### src/rtl/raster_setup_sched.sv
// Schedules frame and per-line edge-setup commands on a shared setup engine and
// holds the returned edge initialisers for the two triangles of the next scanline.
module raster_setup_sched (
    input  logic        clk,
    input  logic        reset,
    input  logic [9:0]  x,
    input  logic [9:0]  y,
    output logic        setup_req,
    input  logic        setup_ack,
    output logic        setup_frame,
    output logic        setup_tri,
    output logic [9:0]  setup_line,
    input  logic [59:0] res_e,
    output logic [59:0] e_init_t1,
    output logic [59:0] e_init_t2,
    output logic        underrun,
    output logic        frame_ready
);

    typedef enum logic [2:0] {StIdle, StFReq, StLReq0, StLReq1, StDone} state_e;

    state_e      state_q, state_d;
    logic        gap_q;
    logic        frame_pend_q, frame_pend_d;
    logic [9:0]  line_q, line_d;
    logic        underrun_q;
    logic        frame_ready_q;
    logic [59:0] e_t1_q, e_t2_q;
    logic [59:0] shadow_t1_q, shadow_t2_q;
    logic        pend_t1_q, pend_t2_q;

    logic        frame_trig, line_trig, end_of_line, blank, busy, ack_ok;
    logic        start_frame, wr_t1, wr_t2;
    logic [9:0]  line_tgt;

    assign frame_trig  = (y == 10'd480) && (x == 10'd0);
    assign line_trig   = (x == 10'd640) && ((y <= 10'd478) || (y == 10'd524));
    assign line_tgt    = (y == 10'd524) ? 10'd0 : y + 10'd1;
    assign end_of_line = (x == 10'd799);
    assign blank       = (x >= 10'd640) || (y >= 10'd480);
    assign busy        = state_q inside {StFReq, StLReq0, StLReq1};

    // The cycle right after an accepted ack is forced idle so commands never merge.
    assign setup_req   = busy && !gap_q;
    assign ack_ok      = setup_ack && setup_req;
    assign wr_t1       = ack_ok && (state_q == StLReq0);
    assign wr_t2       = ack_ok && (state_q == StLReq1);

    assign setup_frame = (state_q == StFReq);
    assign setup_tri   = (state_q == StLReq1);
    assign setup_line  = line_q;
    assign e_init_t1   = e_t1_q;
    assign e_init_t2   = e_t2_q;
    assign underrun    = underrun_q;
    assign frame_ready = frame_ready_q;

    always_comb begin
        state_d      = state_q;
        frame_pend_d = frame_pend_q;
        line_d       = line_q;
        start_frame  = 1'b0;
        unique case (state_q)
            StIdle, StDone: begin
                if (frame_trig || frame_pend_q) begin
                    state_d      = StFReq;
                    frame_pend_d = 1'b0;
                    start_frame  = 1'b1;
                end else if (line_trig) begin
                    state_d = StLReq0;
                    line_d  = line_tgt;
                end else if ((state_q == StDone) && end_of_line) begin
                    state_d = StIdle;
                end
            end
            StFReq:  if (ack_ok) state_d = StIdle;
            StLReq0: if (ack_ok) state_d = StLReq1;
            StLReq1: if (ack_ok) state_d = StDone;
            default: state_d = StIdle;
        endcase
        if (busy && frame_trig) frame_pend_d = 1'b1;
    end

    always_ff @(posedge clk or posedge reset) begin
        if (reset) begin
            state_q       <= StIdle;
            gap_q         <= 1'b0;
            frame_pend_q  <= 1'b0;
            line_q        <= '0;
            underrun_q    <= 1'b0;
            frame_ready_q <= 1'b0;
        end else begin
            state_q      <= state_d;
            gap_q        <= ack_ok;
            frame_pend_q <= frame_pend_d;
            line_q       <= line_d;
            if ((state_q == StLReq0 || state_q == StLReq1) && end_of_line) underrun_q <= 1'b1;
            if (start_frame) begin
                frame_ready_q <= 1'b0;
            end else if (ack_ok && (state_q == StFReq)) begin
                frame_ready_q <= 1'b1;
            end
        end
    end

    // Late results arriving in the active area are parked and committed at the next blank.
    always_ff @(posedge clk or posedge reset) begin
        if (reset) begin
            e_t1_q      <= '0;
            e_t2_q      <= '0;
            shadow_t1_q <= '0;
            shadow_t2_q <= '0;
            pend_t1_q   <= 1'b0;
            pend_t2_q   <= 1'b0;
        end else begin
            if (wr_t1) begin
                if (blank) begin
                    e_t1_q    <= res_e;
                    pend_t1_q <= 1'b0;
                end else begin
                    shadow_t1_q <= res_e;
                    pend_t1_q   <= 1'b1;
                end
            end else if (pend_t1_q && blank) begin
                e_t1_q    <= shadow_t1_q;
                pend_t1_q <= 1'b0;
            end
            if (wr_t2) begin
                if (blank) begin
                    e_t2_q    <= res_e;
                    pend_t2_q <= 1'b0;
                end else begin
                    shadow_t2_q <= res_e;
                    pend_t2_q   <= 1'b1;
                end
            end else if (pend_t2_q && blank) begin
                e_t2_q    <= shadow_t2_q;
                pend_t2_q <= 1'b0;
            end
        end
    end

endmodule

### config.mk
export PLATFORM = sky130hd
export DESIGN_NAME = raster_setup_sched
export DESIGN_NICKNAME = d
export VERILOG_FILES = /design/src/rtl/raster_setup_sched.sv
export SDC_FILE = /design/constraint.sdc
export NUM_CORES = 1
export LEC_CHECK = 0
export BUFFER_PORTS_ARGS = -buffer_cell sky130_fd_sc_hd__buf_4
export CAP_MARGIN = 20
export CORE_MARGIN = 4
export CORE_UTILIZATION = 40
export DETAILED_ROUTE_END_ITERATION = 8
export SETUP_SLACK_MARGIN = 0.3
export SLEW_MARGIN = 20
export SYNTH_ARGS = -nofsm -noshare
export SYNTH_HDL_FRONTEND = slang
export SYNTH_SLANG_ARGS = --single-unit
export TNS_END_PERCENT = 10
### constraint.sdc
create_clock -name clk -period 16.21 [get_ports clk]
set_clock_uncertainty 0.15 [all_clocks]
set_input_delay 1.621 -clock clk [delete_from_list [all_inputs] [get_ports clk]]
set_output_delay 1.621 -clock clk [all_outputs]
set_load 0.02 [all_outputs]
== Word level (Yosys, flattened, before mapping) ==
Index checks and enable logic that the tools add are counted.

* Memories kept: 0
* Bits in latches: 0
* Register bits: 259
* Input bits: 83
* RAM bits: 0
* Memory bits (read-only): 0
* Output and inout bits: 135

* $mul: 0
* $add $sub $neg: 1
* Bitwise logic cells: 2
* Shifts and indexed selects: 0
* $lt $le $gt $ge: 3
* Equality and inequality tests: 14
* Muxes and demuxes: 25
* Reduce and logical (&&, ||, !) cells: 33
* Div/mod/pow operators: 0

{| class="wikitable"
|+ Operators with widths
! operator !! count
|-
| $mux W60 || 5
|-
| $eq A10 B10 Y1 const B || 3
|-
| $mux W3 || 6
|-
| $logic_and A1 B1 Y1 || 12
|-
| $mux W1 || 12
|-
| $pmux W3 S4 || 1
|-
| $add A10 B1 Y10 const B || 1
|-
| $eq A10 B9 Y1 const B || 1
|-
| $ge A10 B10 Y1 const B || 1
|-
| $ge A10 B9 Y1 const B || 1
|-
| $le A10 B9 Y1 const B || 1
|-
| $logic_not A10 Y1 || 1
|-
| $mux W10 || 1
|-
| $reduce_and A2 Y1 || 5
|-
| $reduce_bool A2 Y1 || 5
|-
| $eq A3 B2 Y1 const B || 2
|-
| $ne A2 B2 Y1 const B || 3
|-
| $logic_or A1 B1 Y1 || 4
|-
| $ne A2 B1 Y1 const B || 2
|-
| $ne A4 B4 Y1 const B || 1
|-
| $reduce_and A4 Y1 || 1
|-
| $eq A3 B1 Y1 const B || 1
|-
| $eq A3 B3 Y1 const B || 1
|-
| $logic_not A3 Y1 || 1
|-
| 5 further kinds || 6
|}

== Depth between registers and ports, before layout ==
Gate-level depths: netlist of run 1.

* Depth after elaboration: 7
* Gate-level depth with buffers: 8
* Depth with buffers taken out: 7

== Worst setup path before layout of run 1 ==
Ideal clock, no wire load.

* Kind: input port to flip-flop
* From: in x[1]
* To: reg line_q[0] (netlist: setup_line[0])
* Setup time: 0.125 ns
* Stages on the path: 6
* Setup slack: 12.745 ns
* Arrival: 3.190 ns
* Cell sequence: or4_4 nor4_4 and3_1 nand4b_2 buf_6 mux2_4

* Word-level cells in the longest chain between the ends: 5
* Elaborated cells on any way between the ends: 7
* Those cells by class: eq/ne (1); bitwise (1); reduce/logical (5)

{| class="wikitable"
|+ Ends and longest elaborated chain
! item !! line !! text
|-
| from (decl) || 6 || <nowiki>input logic [9:0] x,</nowiki>
|-
| $logic_not A10 Y1 || 36 || <nowiki>assign frame_trig = (y == 10'd480) && (x == 10'd0);</nowiki>
|-
| $logic_and A1 B1 Y1 || 36 ||
|-
| $logic_or A1 B1 Y1 || 64 || <nowiki>if (frame_trig || frame_pend_q) begin</nowiki>
|-
| $not A1 Y1 (no source line) || - ||
|-
| $reduce_and A3 Y1 (no source line) * || - ||
|-
| to (signal assigned) || 95 || <nowiki>line_q <= line_d;</nowiki>
|-
| to (decl) || 25 || <nowiki>logic [9:0] line_q, line_d;</nowiki>
|}

Mark *: on every way between the ends. The rest lies on a longest branch, timed or not.
A chain may end at the register's enable or synchronous reset.

== Worst setup path after layout of run 1 ==
* From: in y[5]
* To: reg e_t1_q[27] (netlist: e_init_t1[27])

* Word-level cells in the longest chain between the ends: 5
* Elaborated cells on any way between the ends: 6
* Those cells by class: order compare (1); eq/ne (1); reduce/logical (4)

{| class="wikitable"
|+ Ends and longest elaborated chain
! item !! line !! text
|-
| from (decl) || 7 || <nowiki>input logic [9:0] y,</nowiki>
|-
| $ge A10 B9 Y1 * || 40 || <nowiki>assign blank = (x >= 10'd640) || (y >= 10'd480);</nowiki>
|-
| $logic_or A1 B1 Y1 * || 40 ||
|-
| $logic_and A1 B1 Y1 || 123 || <nowiki>end else if (pend_t1_q && blank) begin</nowiki>
|-
| $reduce_bool A2 Y1 (no source line) || - ||
|-
| $reduce_and A2 Y1 (no source line) * || - ||
|-
| to (signal assigned) || 117 || <nowiki>e_t1_q <= res_e;</nowiki>
|-
| to (signal assigned) || 124 || <nowiki>e_t1_q <= shadow_t1_q;</nowiki>
|-
| to (decl) || 28 || <nowiki>logic [59:0] e_t1_q, e_t2_q;</nowiki>
|}

Marks and branches as above.

==> Flow_metrics.wiki, run 1 <==
{| class="wikitable"
! Metric !! Value
|-
| Detailed-routing iteration count for the pre-antenna-repair pass || 4
|-
| Post-synthesis average cell area || 11.5 um2
|-
| Sequential-to-total area share from yosys stat || 59.0%
|-
| Setup WS pre-CTS || 11950 ps
|-
| Category of cells accounting for the largest share of critical-path delay || simple AND/OR/NAND/NOR gates
|-
| Met2 track demand over resource in global routing || 28.5%
|-
| Register clock-pin slew on the reported worst setup and hold paths || 60 ps
|-
| Fraction of final layout cells with drive strength greater than 1 || 35.9%
|-
| Final number of setup-violating endpoints || 0
|-
| Buffer type at the clock tree root || sky130_fd_sc_hd__clkbuf_16
|-
| Flip-flop and latch count after synthesis || 259
|-
| Worst Setup Start Kind || input port
|-
| DPL Wire Length || 17200 um
|-
| Worst Path Buf+Inv || 3
|-
| Hold violation count in the final report || 0
|-
| H-tree level count || 1
|-
| Die width || 174 um
|-
| Post-synthesis async set-or-reset flop share || 100%
|-
| Total number of placement rows || 60
|-
| Number of pins exceeding their max-slew limit in the final report || 0
|-
| Worst-skew pair later-pin latency || 530 ps
|-
| Height of the die || 174 um
|-
| Number of remaining DRC errors || 0
|-
| Busiest grt layer || met2
|-
| Number of warnings reported in the yosys synthesis log || 0
|-
| Worst Max-Slew Pin Slew || 989 ps
|-
| Antenna violation net count after detailed routing || 0
|-
| Maximum number of pins on one net before global-route repair || 129
|-
| Average via count per standard cell || 5.13
|-
| Post-CTS Hold Fix Bufs || 0
|-
| Area overhead of the layout relative to synthesis || 26.7%
|-
| CTS tree || done
|-
| Via count || 7758
|-
| Cell area reported after detailed placement || 12900 um2
|-
| Ranking of synthesized cells by area || sky130_fd_sc_hd__dfrtp_1 59%, sky130_fd_sc_hd__mux2_2 12%, sky130_fd_sc_hd__mux2i_1 5.5%
|-
| Critical path, cell by cell || buf_4, and4_1, nor3_1, buf_4, nor2_4, buf_4, nor2_1, a21oi_1
|-
| Global-route track usage on met1 || 25.3%
|-
| Crit path DAT || 4020 ps
|-
| Clock buffer depth || 3
|-
| Post-synth EDFFs || 0
|-
| Total nets after synthesis || 1041
|-
| Highest clock rate || 0.268 GHz
|-
| Area of the die || 30200 um2
|-
| Min cycle time layout || 3730 ps
|-
| Area leader, netlist || sky130_fd_sc_hd__dfrtp_1
|-
| Fin nets || 1236
|-
| Req. time, crit path || 16510 ps
|-
| CTS-repair resized insts || 0
|-
| Summed negative setup slack over all endpoints || 0 ps
|-
| Aggregate global routing overflow || 0
|-
| Worst-case headroom to the max-slew limit || 34.1%
|-
| Total power || 1870 uW
|-
| Initial Utilization || 40.7%
|-
| Setup repair after global routing missed its margin || no
|-
| Wire length of the first global-routing pass || 44200 um
|-
| I/O pin count || 218
|-
| Initial antenna violation count || 0
|-
| CP Class || input port to register
|-
| Worst-path fanout max || 82
|-
| Post-synthesis cell type count || 45
|-
| Maximum vdd drop || 0.0000864 V
|-
| Fin worst setup slack || 12480 ps
|-
| Number of maximum-capacitance violations || 0
|-
| Primary flip-flop cell chosen by synthesis mapping || sky130_fd_sc_hd__dfrtp_1
|-
| Period utilisation layout || 23.0%
|-
| Diodes inserted || 0
|-
| Leakage power of the design || 0.00667 uW
|-
| Placeable Area || 27000 um2
|-
| Worst min path class || register to register
|-
| Capturing element type of the critical path || register
|-
| Mean routed wirelength per cell || 17.9 um
|-
| Fin area || 13900 um2
|-
| Total wirelength of the detailed-routed design || 27100 um
|-
| Routability congestion estimate || 0.809
|-
| Synthesized instance count || 955
|-
| Via count of the first global-routing pass || 7845
|-
| Netlist area before placement || 11000 um2
|-
| Met3 track demand over resource in global routing || 3.34%
|-
| Clk sink count || 259
|-
| CP max stage delay || 770 ps
|-
| Violation count after the first detailed-route iteration || 465
|-
| Result of the run || finished clean
|-
| Clock buffers created by TritonCTS || 28
|-
| Fraction of synthesized cell area taken by the top area cell type || 59.0%
|-
| Cell with the biggest individual delay on the critical path || sky130_fd_sc_hd__buf_4
|-
| Total setup buffers inserted after CTS || 0
|-
| Power density cells || 134 nW/um2
|-
| Critical path's most frequent cell || sky130_fd_sc_hd__buf_4
|-
| Buffers on Ports || 217
|-
| Overall global routing resource usage || 17.7%
|}
-- synthesized netlist by cell type (all sizes together) (4+ instances only) --
cell and number:
clkbuf 37, buf 24, a21oi 65, and2 4, a31oi 60, dfrtp 259
nor3 5, nand3 4, mux2 129, nand2 130, inv 6, nor2 128
xor2 4, mux2i 60, nor4 4
-- placed cells by master (no fill, tap or decap), types with 8 or more instances in the layout --
cell type                   count
sky130_fd_sc_hd__clkbuf_8       9
sky130_fd_sc_hd__a31oi_1       60
sky130_fd_sc_hd__nand2_1      127
sky130_fd_sc_hd__dfrtp_1      259
sky130_fd_sc_hd__clkbuf_16     29
sky130_fd_sc_hd__mux2i_1       60
sky130_fd_sc_hd__mux2_2       121
sky130_fd_sc_hd__mux2_4         8
sky130_fd_sc_hd__nor2_1       127
sky130_fd_sc_hd__a21oi_1       64
sky130_fd_sc_hd__buf_4        226
-- power breakdown --
| group | switching [uW] | total (uW) | internal [uW] | leakage [uW] |
|---|---|---|---|---|
| sequential | 60.0 | 796 | 736 | 0.00347 |
| clock | 255 | 700 | 445 | 0.000513 |
| combinational | 210 | 375 | 165 | 0.00269 |
-- worst paths after layout --
check	to	startpoint	cells after the start	slack, ps
max in group asynchronous	shadow_t1_q[15]	reset	3	13280
hold reg to reg	underrun	underrun	1	320
setup / recovery	e_init_t1[27]	y[5]	8	12480
setup reg to reg	e_init_t1[27]	state_q[2]	6	13240
hold / removal	underrun	underrun	1	320
min in group asynchronous	shadow_t1_q[35]	reset	2	1120
-- through the flow --
stage          hold slack [ps]  std cells  util, %
6_report                   318       1512     51.6
5_1_grt                    334       1512     51.6
2_1_floorplan              321        955        -
3_3_place_gp               294       1461     47.8
4_1_cts                    323       1512     51.6
3_5_place_dp               310       1461     47.8
-- cell type report --
type / instances / area (um2)
multi-input cells: 629 / 4250
flip-flops and latches: 259 / 6480
clock buffers: 42 / 865
well taps: 341 / 427
fillers: 2415 / 13000
repair buffers: 226 / 1700
inverters: 6 / 30.0
clock inverters: 9 / 170
-- state kept, by name (all words and copies together), names as in the netlist --
signal,count
underrun,1
frame_pend_q,1
frame_ready,1
e_init_t1,60
gap_q,1
pend_t2_q,1
state_q,3
shadow_t1_q,60
pend_t1_q,1
e_init_t2,60
setup_line,10
shadow_t2_q,60
-- layer usage --
metal | vias to the layer above | part of all wire, %
li1 | 3694 | -
met4 | 0 | 1.6
met2 | 200 | 46
met5 | - | 0
met1 | 3836 | 47
met3 | 28 | 5.4
-- kinds of logic (layout without fill, tap and decap cells) --
family | count (synthesis) | count (layout) | share of synthesized area [%]
and+or+nand+nor | 296 | 296 | 11.3
DFF | 259 | 259 | 59.0
muxes | 189 | 189 | 19.0
AOI/OAI and AO/OA | 134 | 134 | 7.09
buffers and inverters | 67 | 283 | 2.68
xor gates and xnor gates | 7 | 7 | 0.558
adders and majority gates | 3 | 3 | 0.342
(Power assumes the default switching activity.)
==> inputs of run 2 (changes only) <==
- clock period: 16.21 -> 3.2 ns (I/O delays scaled with it)
==> run 2 against run 1 <==
Clock-buffer cell count grew 5. Sequential cell count is the same. Sequential power grew to 5.1 times the previous value. First-iteration DRC count shrank 16%. Hold slack lost 280 ps. Register-to-register slack lost 12000 ps. Die area is the same. Non-clock buffer count grew 67. Global-route usage grew 0.062 points. Combinational power grew to 5.3 times the previous value. Largest power group unchanged.
==> Flow_metrics.wiki, run 2 (synthesis results as in run 1) <==
{| class="wikitable"
! Metric !! Value
|-
| Aggregate global routing overflow || 0 (unchanged)
|-
| Slack of the worst reg-to-reg path || 810 ps (-12430 ps)
|-
| Worst-skew pair later-pin latency || 520 ps (about the same)
|-
| Fin area || 14500 um2 (+4.3%)
|-
| Maximum vdd drop || 0.000381 V (+340%)
|-
| Average via count per standard cell || 5.11 (-0.45%)
|-
| Endpoint of the worst-slack reg-to-reg timing path || shadow_t2_q[50]
|-
| Number of maximum-capacitance violations || 0 (unchanged)
|-
| Total wirelength of the detailed-routed design || 27600 um (+2.0%)
|-
| Clock buffer depth || 3 (unchanged)
|-
| Leakage power of the design || 0.00690 uW (+3.4%)
|-
| Number of standard cells in the layout, taps in and fillers out || 1578 (+4.4%)
|-
| CTS-repair resized insts || 0 (unchanged)
|-
| Cell area reported after detailed placement || 13000 um2 (+0.67%)
|-
| Most frequent cells in the layout || 259 x sky130_fd_sc_hd__dfrtp_1, 228 x sky130_fd_sc_hd__buf_4, 127 x sky130_fd_sc_hd__nor2_1, 127 x sky130_fd_sc_hd__nand2_1, 121 x sky130_fd_sc_hd__mux2_2
|-
| Die width || 174 um (unchanged)
|-
| Setup repair after global routing missed its margin || no
|-
| Crit path DAT || 2650 ps (-1370 ps)
|-
| Result of the run || finished clean
|-
| RR Startpoint || state_q[2]
|-
| Capturing element type of the critical path || register
|-
| Worst-case headroom to the max-slew limit || 38.0% (+3.9 points)
|-
| Number of remaining DRC errors || 0 (unchanged)
|-
| Worst Setup Start Kind || register
|-
| CTS tree || done
|-
| Worst min path class || input port to register
|-
| CP Class || register to register
|-
| Violation count after the first detailed-route iteration || 389 (-16%)
|-
| Period utilisation layout || 74.6%
|-
| CP max stage delay || 670 ps (-100 ps)
|-
| Detailed-routing iteration count for the pre-antenna-repair pass || 4 (unchanged)
|-
| Worst Max-Slew Pin Slew || 931 ps (-58.4 ps)
|-
| WHS Path Cells || 3 (+2)
|-
| Total placed cells including tap cells || 1467 (+0.41%)
|-
| Most common library cell in the layout ignoring fill and taps || sky130_fd_sc_hd__dfrtp_1
|-
| Height of the die || 174 um (unchanged)
|-
| Final number of setup-violating endpoints || 0 (unchanged)
|-
| Fraction of final layout cells with drive strength greater than 1 || 34.0% (-1.8 points)
|-
| Hold violation count in the final report || 0 (unchanged)
|-
| Req. time, crit path || 3460 ps (-13050 ps)
|-
| Routability congestion estimate || 0.824 (+1.9%)
|-
| Clk sink count || 259 (unchanged)
|-
| Worst Path Buf+Inv || 0 (-3)
|-
| Cells on worst reg2reg path || 4 (-2)
|-
| Min cycle time layout || 2390 ps
|-
| Endpoint of the worst hold path || setup_line[8]
|-
| Worst-path fanout max || 60 (-27%)
|-
| Highest clock rate || 0.419 GHz
|-
| H-tree level count || 1 (unchanged)
|-
| Wire length of the first global-routing pass || 44600 um (+0.87%)
|-
| Critical path, cell by cell || and4bb_2, and2_2, nand2_4, mux2_2
|-
| I/O pin count || 218 (unchanged)
|-
| Hold path start || y[8]
|-
| Clock buffers created by TritonCTS || 29 (+3.6%)
|-
| Via count of the first global-routing pass || 8235 (+5.0%)
|-
| Placeable Area || 27000 um2 (unchanged)
|-
| Initial Utilization || 40.7% (unchanged)
|-
| Fin nets || 1304 (+5.5%)
|-
| Overall global routing resource usage || 17.8% (+0.062 points)
|-
| Category of cells accounting for the largest share of critical-path delay || simple AND/OR/NAND/NOR gates
|-
| Mean routed wirelength per cell || 17.5 um (-2.3%)
|-
| Buffers on Ports || 217 (unchanged)
|-
| Via count || 8060 (+3.9%)
|-
| Maximum number of pins on one net before global-route repair || 112 (-13%)
|-
| Total number of placement rows || 60 (unchanged)
|-
| Initial antenna violation count || 0 (unchanged)
|-
| Buffer type at the clock tree root || sky130_fd_sc_hd__clkbuf_16
|-
| Area of the die || 30200 um2 (unchanged)
|-
| Power density cells || 637 nW/um2 (+370%)
|-
| DPL Wire Length || 17100 um (-0.18%)
|-
| Antenna violation net count after detailed routing || 0 (unchanged)
|-
| Register clock-pin slew on the reported worst setup and hold paths || 60 ps (about the same)
|-
| Area overhead of the layout relative to synthesis || 32.2%
|-
| Diodes inserted || 0 (unchanged)
|-
| Number of pins exceeding their max-slew limit in the final report || 0 (unchanged)
|-
| Cell with the biggest individual delay on the critical path || sky130_fd_sc_hd__nand2_4
|}
-- run 2: cell types whose count changed in the layout (fill, tap and decap cells not counted), sizes merged --
| cell | before | now |
|---|---|---|
| clkinvlp | 0 | 2 |
| bufinv | 5 | 1 |
| buf | 226 | 232 |
| dlygate4sd3 | 0 | 61 |
| clkinv | 4 | 1 |
| inv | 6 | 5 |
| clkbuf | 42 | 47 |
-- run 2: report_power, final --
part	internal, uW	switching [uW]
logic	894	1090
clock network	1960	1280
registers	3730	287
-- run 2: worst max path at each step --
stage                from               to  depth (start not counted)  slack [ps]
2_1_floorplan       reset     e_init_t1[0]                          1        -680
3_3_place_gp         x[1]    setup_line[5]                          6         630
3_5_place_dp         x[1]    setup_line[2]                          6         590
4_1_cts        state_q[2]  shadow_t2_q[50]                          4         790
5_1_grt        state_q[2]  shadow_t2_q[39]                          4         730
6_report       state_q[2]  shadow_t2_q[50]                          4         810
-- run 2: what timing repair did --
action | CTS | global route
hold buffers | 61 | 0
hold endpoints to repair | 304 | 0
buffers inserted | 0 | 0
-- run 2: layout make-up --
class,count,area (um2)
inverters,6,26.3
repair buffers,293,2400
clock inverters,3,42.5
fillers,2394,12400
multi-input cells,629,4240
flip-flops and latches,259,6480
well taps,341,427
clock buffers,47,893
-- run 2: metal layers --
layer,vias to the layer above,part of all wire [%],global-route usage (%)
li1,3824,-,-
met1,4006,45,24.3
met2,189,48,29.8
met3,41,5.0,3.05
met4,0,2.1,4.35
met5,-,0,0
-- run 2: stage by stage --
step	total power [uW]	hold WS [ps]	util (%)	setup TNS, ps	setup WS (ps)
4_1_cts	9370	14.4	53.9	0	788
5_1_grt	9700	35.7	53.9	0	730
2_1_floorplan	5020	318	-	-177050	-684
3_3_place_gp	5990	155	48.1	0	634
6_report	9250	43.4	53.9	0	812
3_5_place_dp	6020	155	48.1	0	593
-- run 2: tightest hold or removal path, cell delays in order --
cell	delay, ps
sky130_fd_sc_hd__buf_4	110
sky130_fd_sc_hd__xnor2_1	120
sky130_fd_sc_hd__mux2_2	140
==> inputs of run 3 (changes only) <==
- clock period: 3.2 -> 2.2 ns (I/O delays scaled with it)
==> run 3 against run 2 <==
Power up 48%. Register-to-register slack worse by 550 ps. Hold slack worse by 22 ps. Largest cell class unchanged. Largest power group unchanged. Highest routed layer unchanged.
==> Flow_metrics.wiki, run 3 (synthesis results as in run 1) <==
{| class="wikitable"
! Metric !! Value
|-
| Number of pins exceeding their max-slew limit in the final report || 0 (unchanged)
|-
| Routability congestion estimate || 0.792 (-3.9%)
|-
| Via count of the first global-routing pass || 8469 (+2.8%)
|-
| Overall global routing resource usage || 19.0% (+1.2 points)
|-
| Fraction of power consumed by combinational cells || 21.9% (+0.5 points)
|-
| RR Startpoint || gap_q
|-
| Final number of setup-violating endpoints || 0 (unchanged)
|-
| Cell area reported after detailed placement || 13300 um2 (+2.4%)
|-
| Diodes inserted || 0 (unchanged)
|-
| Part of the power in registers || 42.7% (-0.7 points)
|-
| Worst-path fanout max || 12 (-80%)
|-
| Fin worst setup slack || 263 ps (-550 ps)
|-
| Slack of the worst reg-to-reg path || 260 ps (-550 ps)
|-
| Initial Utilization || 40.7% (unchanged)
|-
| Period utilisation layout || 88.1% (+13 points)
|-
| Violation count after the first detailed-route iteration || 460 (+18%)
|-
| Register clock-pin slew on the reported worst setup and hold paths || 60 ps (about the same)
|-
| H-tree level count || 1 (unchanged)
|-
| Req. time, crit path || 2500 ps (-960 ps)
|-
| Mean routed wirelength per cell || 19.5 um (+12%)
|-
| Net switching share of the total power || 29.3% (+0.54 points)
|-
| Clock buffers created by TritonCTS || 29 (unchanged)
|-
| Worst-case headroom to the max-slew limit || 66.4% (+28 points)
|-
| Crit path capture || e_init_t2[15]
|-
| Worst min path class || input port to register
|-
| Initial antenna violation count || 0 (unchanged)
|-
| Number of filler cells placed in the layout || 2251 (-6.0%)
|-
| Setup repair after global routing missed its margin || yes
|-
| Buffer type at the clock tree root || sky130_fd_sc_hd__clkbuf_16
|-
| Origin of the worst setup path || gap_q
|-
| Die width || 174 um (unchanged)
|-
| Aggregate global routing overflow || 0 (unchanged)
|-
| Fin nets || 1364 (+4.6%)
|-
| Worst-skew pair later-pin latency || 540 ps (+20 ps)
|-
| Worst Setup Start Kind || register
|-
| Total wirelength of the detailed-routed design || 32000 um (+16%)
|-
| Area of the die || 30200 um2 (unchanged)
|-
| CTS tree || done
|-
| Maximum vdd drop || 0.000569 V (+49%)
|-
| Detailed-routing iteration count for the pre-antenna-repair pass || 4 (unchanged)
|-
| Min cycle time layout || 1940 ps (-450 ps)
|-
| Maximum number of pins on one net before global-route repair || 79 (-29%)
|-
| Total net switching power || 4010 uW (+51%)
|-
| Wire length of the first global-routing pass || 47200 um (+5.8%)
|-
| Average via count per standard cell || 5.17 (+1.3%)
|-
| Number of standard cells in the layout, taps in and fillers out || 1641 (+4.0%)
|-
| Capturing element type of the critical path || register
|-
| Most frequent cells in the layout || 258 x sky130_fd_sc_hd__dfrtp_1, 242 x sky130_fd_sc_hd__buf_4, 127 x sky130_fd_sc_hd__nand2_1, 124 x sky130_fd_sc_hd__nor2_1, 121 x sky130_fd_sc_hd__mux2_2
|-
| Leakage power of the design || 0.00734 uW (+6.5%)
|-
| Clock buffer depth || 3 (unchanged)
|-
| Number of remaining DRC errors || 0 (unchanged)
|-
| DPL Wire Length || 18300 um (+6.7%)
|-
| Buffers on Ports || 217 (unchanged)
|-
| Fraction of final layout cells with drive strength greater than 1 || 36.8% (+2.7 points)
|-
| Number of maximum-capacitance violations || 0 (unchanged)
|-
| Placeable Area || 27000 um2 (unchanged)
|-
| Antenna violation net count after detailed routing || 0 (unchanged)
|-
| Via count || 8489 (+5.3%)
|-
| Result of the run || finished clean
|-
| Crit path DAT || 2240 ps (-410 ps)
|-
| Clock network power share || 35.4% (+0.3 points)
|-
| Clk sink count || 259 (unchanged)
|-
| I/O pin count || 218 (unchanged)
|-
| Power density cells || 886 nW/um2 (+39%)
|-
| Cell-internal power || 9680 uW (+47%)
|-
| Height of the die || 174 um (unchanged)
|-
| Setup WS pre-CTS || -61.9 ps (-655 ps)
|-
| Worst Max-Slew Pin Slew || 505 ps (-426 ps)
|-
| CP Class || register to register
|-
| Area overhead of the layout relative to synthesis || 40.7%
|-
| Hold violation count in the final report || 0 (unchanged)
|-
| Total placed cells including tap cells || 1490 (+1.6%)
|-
| Total number of placement rows || 60 (unchanged)
|-
| Most common library cell in the layout ignoring fill and taps || sky130_fd_sc_hd__dfrtp_1
|-
| Highest clock rate || 0.516 GHz (+23%)
|-
| Endpoint of the worst-slack reg-to-reg timing path || e_init_t2[15]
|-
| Cells on worst reg2reg path || 7 (+3)
|-
| Fin area || 15400 um2 (+6.4%)
|}
[run 3: cell count changes in the layout (fill, tap and decap cells not counted), moves of 5 or more]
cell,change
sky130_fd_sc_hd__dlygate4sd3_1,+16
sky130_fd_sc_hd__buf_12,+11
sky130_fd_sc_hd__clkinv_2,+5
sky130_fd_sc_hd__buf_6,+6
sky130_fd_sc_hd__clkbuf_8,-6
sky130_fd_sc_hd__buf_4,+14
sky130_fd_sc_hd__clkbuf_16,+9
[run 3: per-layer routing]
layer	up-vias	track usage, %	wire length [um]
met2	228	32.5	15800
met1	4255	25.2	14100
met4	0	5.51	826
met3	51	2.84	1330
met5	-	0	0
li1	3955	-	-
[run 3: per-stage QoR]
step	utilization (%)	hold slack (ps)	power, uW	setup TNS, ps
after floorplan	-	218	7310	-410150
after global placement	49.3	106	8740	-240
after detailed placement	49.3	107	8800	-485
after CTS	55.7	0.0361	13800	0
after global routing	57.3	38.9	14300	0
final	57.3	21.8	13700	0
[run 3: worst min path at each step]
stage,from,to,slack (ps),cells after the start
2_1_floorplan,res_e[0],e_init_t2[0],220,2
3_3_place_gp,reset,frame_pend_q,110,2
3_5_place_dp,reset,frame_pend_q,110,2
4_1_cts,x[5],underrun,0.04,4
5_1_grt,y[2],setup_line[2],40,4
6_report,x[6],underrun,20,4
[run 3: critical path: stages, from the launching register on]
cell and delay (ps):
sky130_fd_sc_hd__dfrtp_1 410, sky130_fd_sc_hd__and4bb_4 360, sky130_fd_sc_hd__nand2_4 90, sky130_fd_sc_hd__a21oi_4 270, sky130_fd_sc_hd__buf_6 190, sky130_fd_sc_hd__clkbuf_16 180
sky130_fd_sc_hd__nor2_1 40, sky130_fd_sc_hd__a31oi_1 150
[run 3: final cells by class]
type | count | area, um2 | share of cell area, %
Sequential cell | 259 | 6480 | 42.0
Multi-Input combinational cell | 630 | 4310 | 27.9
Timing Repair Buffer | 352 | 3250 | 21.0
Clock buffer | 41 | 801 | 5.18
Tap cell | 341 | 427 | 2.76
Clock inverter | 12 | 148 | 0.956
Inverter | 6 | 26.3 | 0.170
[run 3: power by group through the flow]
stage | sequential (uW) | clock [uW] | combinational, uW
2_1_floorplan | 6540 | 0 | 767
3_3_place_gp | 5920 | 0 | 2820
3_5_place_dp | 5920 | 0 | 2880
4_1_cts | 5850 | 4950 | 3000
5_1_grt | 5930 | 5150 | 3230
6_report | 5850 | 4840 | 2990
[run 3: timing repair]
| action | in CTS | in global routing |
|---|---|---|
| endpoints found under the hold margin | 394 | 0 |
| resized for setup | 1 | 28 |
| pin swaps | 1 | 6 |
| cloned | 1 | 11 |
| setup endpoints to repair | 88 | 240 |
| setup buffers | 1 | 8 |
| hold buffers | 77 | 0 |
